[config.mk]
export PLATFORM = sky130hd
export DESIGN_NAME = ultrasound_sweep_ranger
export DESIGN_NICKNAME = d
export VERILOG_FILES = /design/src/rtl/ultrasound_sweep_ranger.sv
export SDC_FILE = /design/constraint.sdc
export NUM_CORES = 1
export LEC_CHECK = 0
export ABC_CLOCK_PERIOD_IN_PS = 4300
export BUFFER_PORTS_ARGS = -buffer_cell sky130_fd_sc_hd__clkbuf_2
export CAP_MARGIN = 25
export CORE_ASPECT_RATIO = 0.7
export CORE_MARGIN = 3
export CORE_UTILIZATION = 30
export CTS_CLUSTER_DIAMETER = 150
export CTS_CLUSTER_SIZE = 14
export DETAILED_ROUTE_END_ITERATION = 6
export GPL_ROUTABILITY_DRIVEN = 1
export PLACE_DENSITY = 0.54
export SLEW_MARGIN = 20
export SYNTH_ARGS = -nofsm -noshare
export SYNTH_HDL_FRONTEND = slang
export SYNTH_SLANG_ARGS = --single-unit
[constraint.sdc]
create_clock -name clock -period 4.3 [get_ports clock]
set_clock_uncertainty 0.1 [all_clocks]
set_input_delay 0.86 -clock clock [delete_from_list [all_inputs] [get_ports clock]]
set_output_delay 0.86 -clock clock [all_outputs]
set_load 0.005 [all_outputs]
[src/rtl/ultrasound_sweep_ranger.sv]
// rtl/ultrasound_sweep_ranger.sv - six-angle ultrasound sweep sequencer producing packed r_theta reports
module ultrasound_sweep_ranger #(
    parameter int SETTLE_CYCLES = 13_500_000,
    parameter int TRIG_CYCLES   = 270,
    parameter int UNIT_CYCLES   = 4000,
    parameter int ECHO_TIMEOUT  = 1_000_000
) (
    input  logic        clock,
    input  logic        reset_n,
    input  logic        enable,
    input  logic        echo,
    output logic        trigger,
    output logic [3:0]  angle_index,
    output logic [11:0] r_theta,
    output logic        r_theta_valid,
    output logic        sweep_done,
    output logic        busy
);

    localparam int SW = (SETTLE_CYCLES > 1) ? $clog2(SETTLE_CYCLES) : 1;
    localparam int TW = (TRIG_CYCLES   > 1) ? $clog2(TRIG_CYCLES)   : 1;
    localparam int UW = (UNIT_CYCLES   > 1) ? $clog2(UNIT_CYCLES)   : 1;
    localparam int WW = (ECHO_TIMEOUT  > 1) ? $clog2(ECHO_TIMEOUT)  : 1;

    localparam logic [SW-1:0] SETTLE_LAST = SW'(SETTLE_CYCLES - 1);
    localparam logic [TW-1:0] TRIG_LAST   = TW'(TRIG_CYCLES - 1);
    localparam logic [UW-1:0] UNIT_LAST   = UW'(UNIT_CYCLES - 1);
    localparam logic [WW-1:0] WAIT_LAST   = WW'(ECHO_TIMEOUT - 1);

    typedef enum logic [2:0] {
        IDLE,
        SETTLE,
        TRIGGER,
        WAIT_ECHO,
        MEASURE,
        REPORT
    } state_t;

    state_t state, state_nx;

    logic          echo_m, echo_s;
    logic [SW-1:0] settle_cnt;
    logic [TW-1:0] trig_cnt;
    logic [WW-1:0] wait_cnt;
    logic [UW-1:0] sub_cnt;
    logic [7:0]    r;

    logic settle_end, trig_end, wait_end, unit_end;

    assign settle_end = (settle_cnt == SETTLE_LAST);
    assign trig_end   = (trig_cnt == TRIG_LAST);
    assign wait_end   = (wait_cnt == WAIT_LAST);
    assign unit_end   = (sub_cnt == UNIT_LAST);

    assign trigger = (state == TRIGGER);
    assign busy    = (state != IDLE);

    always_ff @(posedge clock or negedge reset_n) begin
        if (!reset_n) begin
            echo_m <= 1'b0;
            echo_s <= 1'b0;
        end else begin
            echo_m <= echo;
            echo_s <= echo_m;
        end
    end

    always_ff @(posedge clock or negedge reset_n) begin
        if (!reset_n) state <= IDLE;
        else          state <= state_nx;
    end

    always_comb begin
        state_nx = state;
        case (state)
            IDLE:      if (enable) state_nx = SETTLE;
            SETTLE:    if (settle_end && !echo_s) state_nx = TRIGGER;
            TRIGGER:   if (trig_end) state_nx = WAIT_ECHO;
            WAIT_ECHO: begin
                if (echo_s)        state_nx = MEASURE;
                else if (wait_end) state_nx = REPORT;
            end
            MEASURE: begin
                if (!echo_s)                          state_nx = REPORT;
                else if (unit_end && r == 8'd254)     state_nx = REPORT;
            end
            REPORT:    state_nx = enable ? SETTLE : IDLE;
            default:   state_nx = IDLE;
        endcase
    end

    always_ff @(posedge clock or negedge reset_n) begin
        if (!reset_n) begin
            settle_cnt    <= '0;
            trig_cnt      <= '0;
            wait_cnt      <= '0;
            sub_cnt       <= '0;
            r             <= 8'd0;
            angle_index   <= 4'h1;
            r_theta       <= 12'h100;
            r_theta_valid <= 1'b0;
            sweep_done    <= 1'b0;
        end else begin
            r_theta_valid <= 1'b0;
            sweep_done    <= 1'b0;
            case (state)
                IDLE: settle_cnt <= '0;
                SETTLE: begin
                    if (!settle_end) settle_cnt <= settle_cnt + SW'(1);
                    trig_cnt <= '0;
                end
                TRIGGER: begin
                    if (!trig_end) trig_cnt <= trig_cnt + TW'(1);
                    wait_cnt <= '0;
                end
                WAIT_ECHO: begin
                    // The rising-edge cycle is itself a high cycle, so it is pre-counted.
                    if (echo_s) begin
                        sub_cnt <= UW'(1);
                        r       <= 8'd0;
                    end else if (wait_end) begin
                        r <= 8'hFF;
                    end else begin
                        wait_cnt <= wait_cnt + WW'(1);
                    end
                end
                MEASURE: begin
                    if (echo_s) begin
                        if (unit_end) begin
                            sub_cnt <= '0;
                            if (r != 8'hFF) r <= r + 8'd1;
                        end else begin
                            sub_cnt <= sub_cnt + UW'(1);
                        end
                    end
                end
                REPORT: begin
                    r_theta       <= {angle_index, r};
                    r_theta_valid <= 1'b1;
                    sweep_done    <= (angle_index == 4'd6);
                    angle_index   <= (angle_index == 4'd6) ? 4'h1 : angle_index + 4'd1;
                    settle_cnt    <= '0;
                end
                default: ;
            endcase
        end
    end

endmodule

==> run summary <==
The number of antenna violations at the first check in global routing came to 0. The clock-pin slew reported for the worst setup and hold paths after clock tree synthesis came out at ~70 ps. The synthesized design contains 96 register bits. The worst relative slew slack is a little under two fifths. The number of buffers and inverters on the critical path is 2. The worst-case setup slack after placement is about 1400 ps.

The mean area per synthesized cell is between 9 and 10 µm². After clock tree synthesis, the setup repair step added 0 buffers. The share of post-route cells with drive strength above 1 is around 14%.

The transition time at the pin with the least slew margin is between 900 and 1000 ps. The delay contributed by the slowest stage of the critical path came out at 640 ps. STA classifies the critical path endpoint as a primary output.

For this run, the leading register cell type out of synthesis is sky130_fd_sc_hd__dfrtp_1. The library cells used most frequently in the layout, excluding fill and tap cells, are sky130_fd_sc_hd__dfrtp_1 (94), sky130_fd_sc_hd__nand2_1 (79), sky130_fd_sc_hd__o21ai_0 (45). The flow ran to the end, and the final reports show no timing, DRC or antenna violations. The repair_antennas step left the layout with diodes totalling 0.

The startpoint type of the worst setup path is a flop. For this design the static power due to leakage is between 2 and 2.5 nW. The total area of multi-input combinational cells came out at 2510 µm². The number of global-route vias before repair is slightly below 4k. The final wirelength came out at roughly 12,000 µm. The H-tree depth came out at 3. In the post-route analysis, the smallest setup slack over all paths is 1140 ps. The most common library cell in the layout ignoring fill and taps is sky130_fd_sc_hd__dfrtp_1. The clock latency on the worst-skew pair is approximately 340 ps. The final cell count without fillers is ~800. The Yosys step of the flow raised 0 warnings. Grouping stages by cell kind, the critical path spends the most delay in simple AND/OR/NAND/NOR gates. The final-stage net count is 584. The count of maximum capacitance violations is 0. The final critical path time including I/O delays and setup is 3160 ps.

The count of input and output buffers came out at 23. The proportion of power drawn by the clock network is 43.6%. The storage element area came out at roughly 2400 µm². The power density relative to cell area is 331 nW/µm². The combinational share of power is about 5.1%. After synthesis, the share of flip-flops with an asynchronous set or reset is 100%. The floorplan step defined a core boundary enclosing between 15,000 and 20,000 µm².

The number of cells produced by synthesis is about 560. The initial DRC count came out at between 300 and 400. The total global routing overflow is 0.

From left edge to right edge, the die measures around 160 µm. The buffer depth of the longest clock path is 2. The data required time of the critical path is 3340 ps.

The number of hold violations in the final report is 0. The tightest min-delay check is of the flop to flop type. The signal on the critical path passes through or3b_2, inv_1, clkbuf_2. The hold buffer count at cts is 0. The initial utilization of the core area, before any placement, comes to a little under a third. The maximum number of pins on one net before global-route repair is 45.

The first global-routing pass estimated roughly 20,000 µm of wire. The ratio of final minimum period to clock period is roughly 74%. The count of flip-flops with a built-in enable after synthesis came out at 0. The half-perimeter wire length after detailed placement came out at 8260 µm.

Data on the critical path arrives at its endpoint at between 2000 and 2500 ps. The internal power contribution is approximately 0.0014 W. The number of top-level pins came out at 24. The floorplan row count came out at 39. The synthesized net count came out at 566. The critical path in this run is classified as flop to primary output.

The clock tree from TritonCTS is built. The chip height is 115 µm. The growth of design area from synthesis to finish came out at 12.9%. The detail-routed net length per standard cell came out at between 10 and 15 µm.

In this run, placement finished with an instance count of roughly 790. The routed layout has ~4.3k vias. The iteration count of the initial detailed-routing pass came out at 4. Once detail routing completed, the nets flagged for antenna violations numbered 0.

For this run, the total global-route usage over all layers was measured as 13.3%. In this run the cell area of the synthesized design comes to a little over 5000 µm². The fraction of power consumed by sequential logic is between 50 and 60%. VDD sags by at most approximately 160 µV. The routability-driven placement congestion ratio is approximately 0.84. The die covers roughly 19,000 µm². The root cell of the clock tree is sky130_fd_sc_hd__clkbuf_16.

The number of sinks driven by the clock tree is 96. Of the total power, the share spent switching nets is approximately a quarter. The per-cell via count in the routed design came out at 5.31.

The total count of max-transition violations in the final report is 0. The number of different library cells in the post-synthesis netlist came out at 64. In the routed design, unresolved DRC markers number 0. The total of cells resized after clock tree synthesis is 0.

The largest individual stage delay along the critical path comes from the cell sky130_fd_sc_hd__or3b_2. Setup repair after global routing left no endpoint under its margin. The sequential area share after synthesis came out at a little under half. Setup total negative slack on the finished layout was measured at 0 ps. The maximum fanout along the worst path is 15.

In this run, CTS created clock tree buffers numbering 9. For this run, the top clock speed supported by timing is 316 MHz. The number of fillers in the final layout is roughly 1.7k. The switching power summed over all nets is between 0.0004 and 0.0005 W. The number of failing setup endpoints in the final timing report is 0.
## routing by layer
layer  vias to the layer above  GRT usage, %  share of wire (%)
li1                       2081             -                  -
met1                      2089          19.8                 52
met2                        83          19.4                 42
met3                        11          2.81                4.0
met4                         0          3.61                1.0
met5                         -             0                  0
## state kept, by name, summed over array words and instances (netlist names)
name           count
sweep_done         1
sub_cnt           12
echo_s             1
trig_cnt           9
angle_index        4
r                  8
r_theta           12
wait_cnt          20
settle_cnt        24
state              3
r_theta_valid      1
echo_m             1
## logic make-up after synthesis
kind of cell / Yosys count / synth area share [%]
flip-flops: 96 / 47.4
adder cells (fa/ha/maj): 7 / 1.72
XOR/XNOR: 15 / 2.59
AO/OA/AOI/OAI: 133 / 16.9
AND/OR/NAND/NOR: 266 / 28.0
multiplexers: 1 / 0.197
buffers and inverters: 37 / 3.23
## synth_stat cells, types with 2 or more instances
library cell	n	area, µm²
sky130_fd_sc_hd__buf_6	2	22.5
sky130_fd_sc_hd__a21oi_2	12	105
sky130_fd_sc_hd__nand4b_1	3	26.3
sky130_fd_sc_hd__nor3_1	7	35.0
sky130_fd_sc_hd__nand2b_1	3	18.8
sky130_fd_sc_hd__or3_1	16	100
sky130_fd_sc_hd__ha_1	7	87.6
sky130_fd_sc_hd__nor2b_1	4	25.0
sky130_fd_sc_hd__nor2_1	35	131
sky130_fd_sc_hd__and3_1	8	50.1
sky130_fd_sc_hd__or4_1	11	82.6
sky130_fd_sc_hd__or4_2	3	26.3
sky130_fd_sc_hd__o21ai_2	2	17.5
sky130_fd_sc_hd__o21ai_1	8	40.0
sky130_fd_sc_hd__and2_1	4	25.0
sky130_fd_sc_hd__a31oi_1	7	43.8
sky130_fd_sc_hd__o211ai_1	5	37.5
sky130_fd_sc_hd__xor2_1	13	114
sky130_fd_sc_hd__nor4_1	6	37.5
sky130_fd_sc_hd__xnor2_1	2	17.5
sky130_fd_sc_hd__or3_2	3	22.5
sky130_fd_sc_hd__o31ai_1	15	113
sky130_fd_sc_hd__and2b_2	2	17.5
sky130_fd_sc_hd__nand3b_1	2	15.0
sky130_fd_sc_hd__or3b_2	3	26.3
sky130_fd_sc_hd__clkbuf_1	15	56.3
sky130_fd_sc_hd__dfrtp_1	94	2350
sky130_fd_sc_hd__inv_1	15	56.3
sky130_fd_sc_hd__a21oi_1	23	115
sky130_fd_sc_hd__and4_1	6	52.6
sky130_fd_sc_hd__a22o_1	4	35.0
sky130_fd_sc_hd__nand4_1	24	150
sky130_fd_sc_hd__nand2_1	79	297
sky130_fd_sc_hd__o21ai_0	45	225
sky130_fd_sc_hd__dfstp_2	2	52.6
sky130_fd_sc_hd__nor3b_1	2	15.0
sky130_fd_sc_hd__nor4bb_1	2	20.0
sky130_fd_sc_hd__nand3_1	35	175
## power groups by stage
| stage | clock network, W | registers, W | logic (W) |
|---|---|---|---|
| 3_3_place_gp | 0 | 0.000988 | 0.0000926 |
| 3_5_place_dp | 0 | 0.000991 | 0.0000996 |
| 6_report | 0.000828 | 0.000974 | 0.0000964 |
| 4_1_cts | 0.000848 | 0.000973 | 0.000100 |
| 2_1_floorplan | 0 | 0.000978 | 0.0000659 |
| 5_1_grt | 0.000889 | 0.000978 | 0.000112 |
## stage by stage
stage / util [%] / hold WS [ps] / power, W / area [µm²]
5_1_grt: 34.9 / 326 / 0.00198 / 5730
2_1_floorplan: - / 231 / 0.00104 / 5080
6_report: 34.9 / 313 / 0.00190 / 5730
4_1_cts: 34.8 / 310 / 0.00192 / 5730
3_5_place_dp: 33.0 / 281 / 0.00109 / 5420
3_3_place_gp: 32.9 / 286 / 0.00108 / 5400
## worst reg2reg max path: stages (launching register included)
cell	delay, ps
sky130_fd_sc_hd__dfrtp_1	440
sky130_fd_sc_hd__or4b_1	530
sky130_fd_sc_hd__or4_4	550
sky130_fd_sc_hd__o31ai_4	840
sky130_fd_sc_hd__or4_2	280
sky130_fd_sc_hd__a21oi_2	50
## worst paths after layout
kind                            cells after the start                         end  slack (ps)                        from
min in group asynchronous                           1     r_theta_valid$_DFF_PN0_         410                     reset_n
worst min register to register                      0            echo_s$_DFF_PN0_         310            echo_m$_DFF_PN0_
worst min-delay path                                0            echo_s$_DFF_PN0_         310            echo_m$_DFF_PN0_
worst max register to register                      5  settle_cnt[10]$_DFFE_PN0P_        1400  settle_cnt[17]$_DFFE_PN0P_
worst max-delay path                                3                     trigger        1140        state[1]$_DFFE_PN0P_
max in group asynchronous                           3    wait_cnt[12]$_DFFE_PN0P_        2800                     reset_n
## final cells by class
cell class	instances	share of cell area, %
clock buffer	10	3.99
clock inverter	6	1.27
tap	225	4.91
timing repair buffer	29	3.06
sequential	96	41.9
multi-input combinational	422	43.8
inverter	15	0.982
Note: power is estimated with default switching activity, not from simulation.
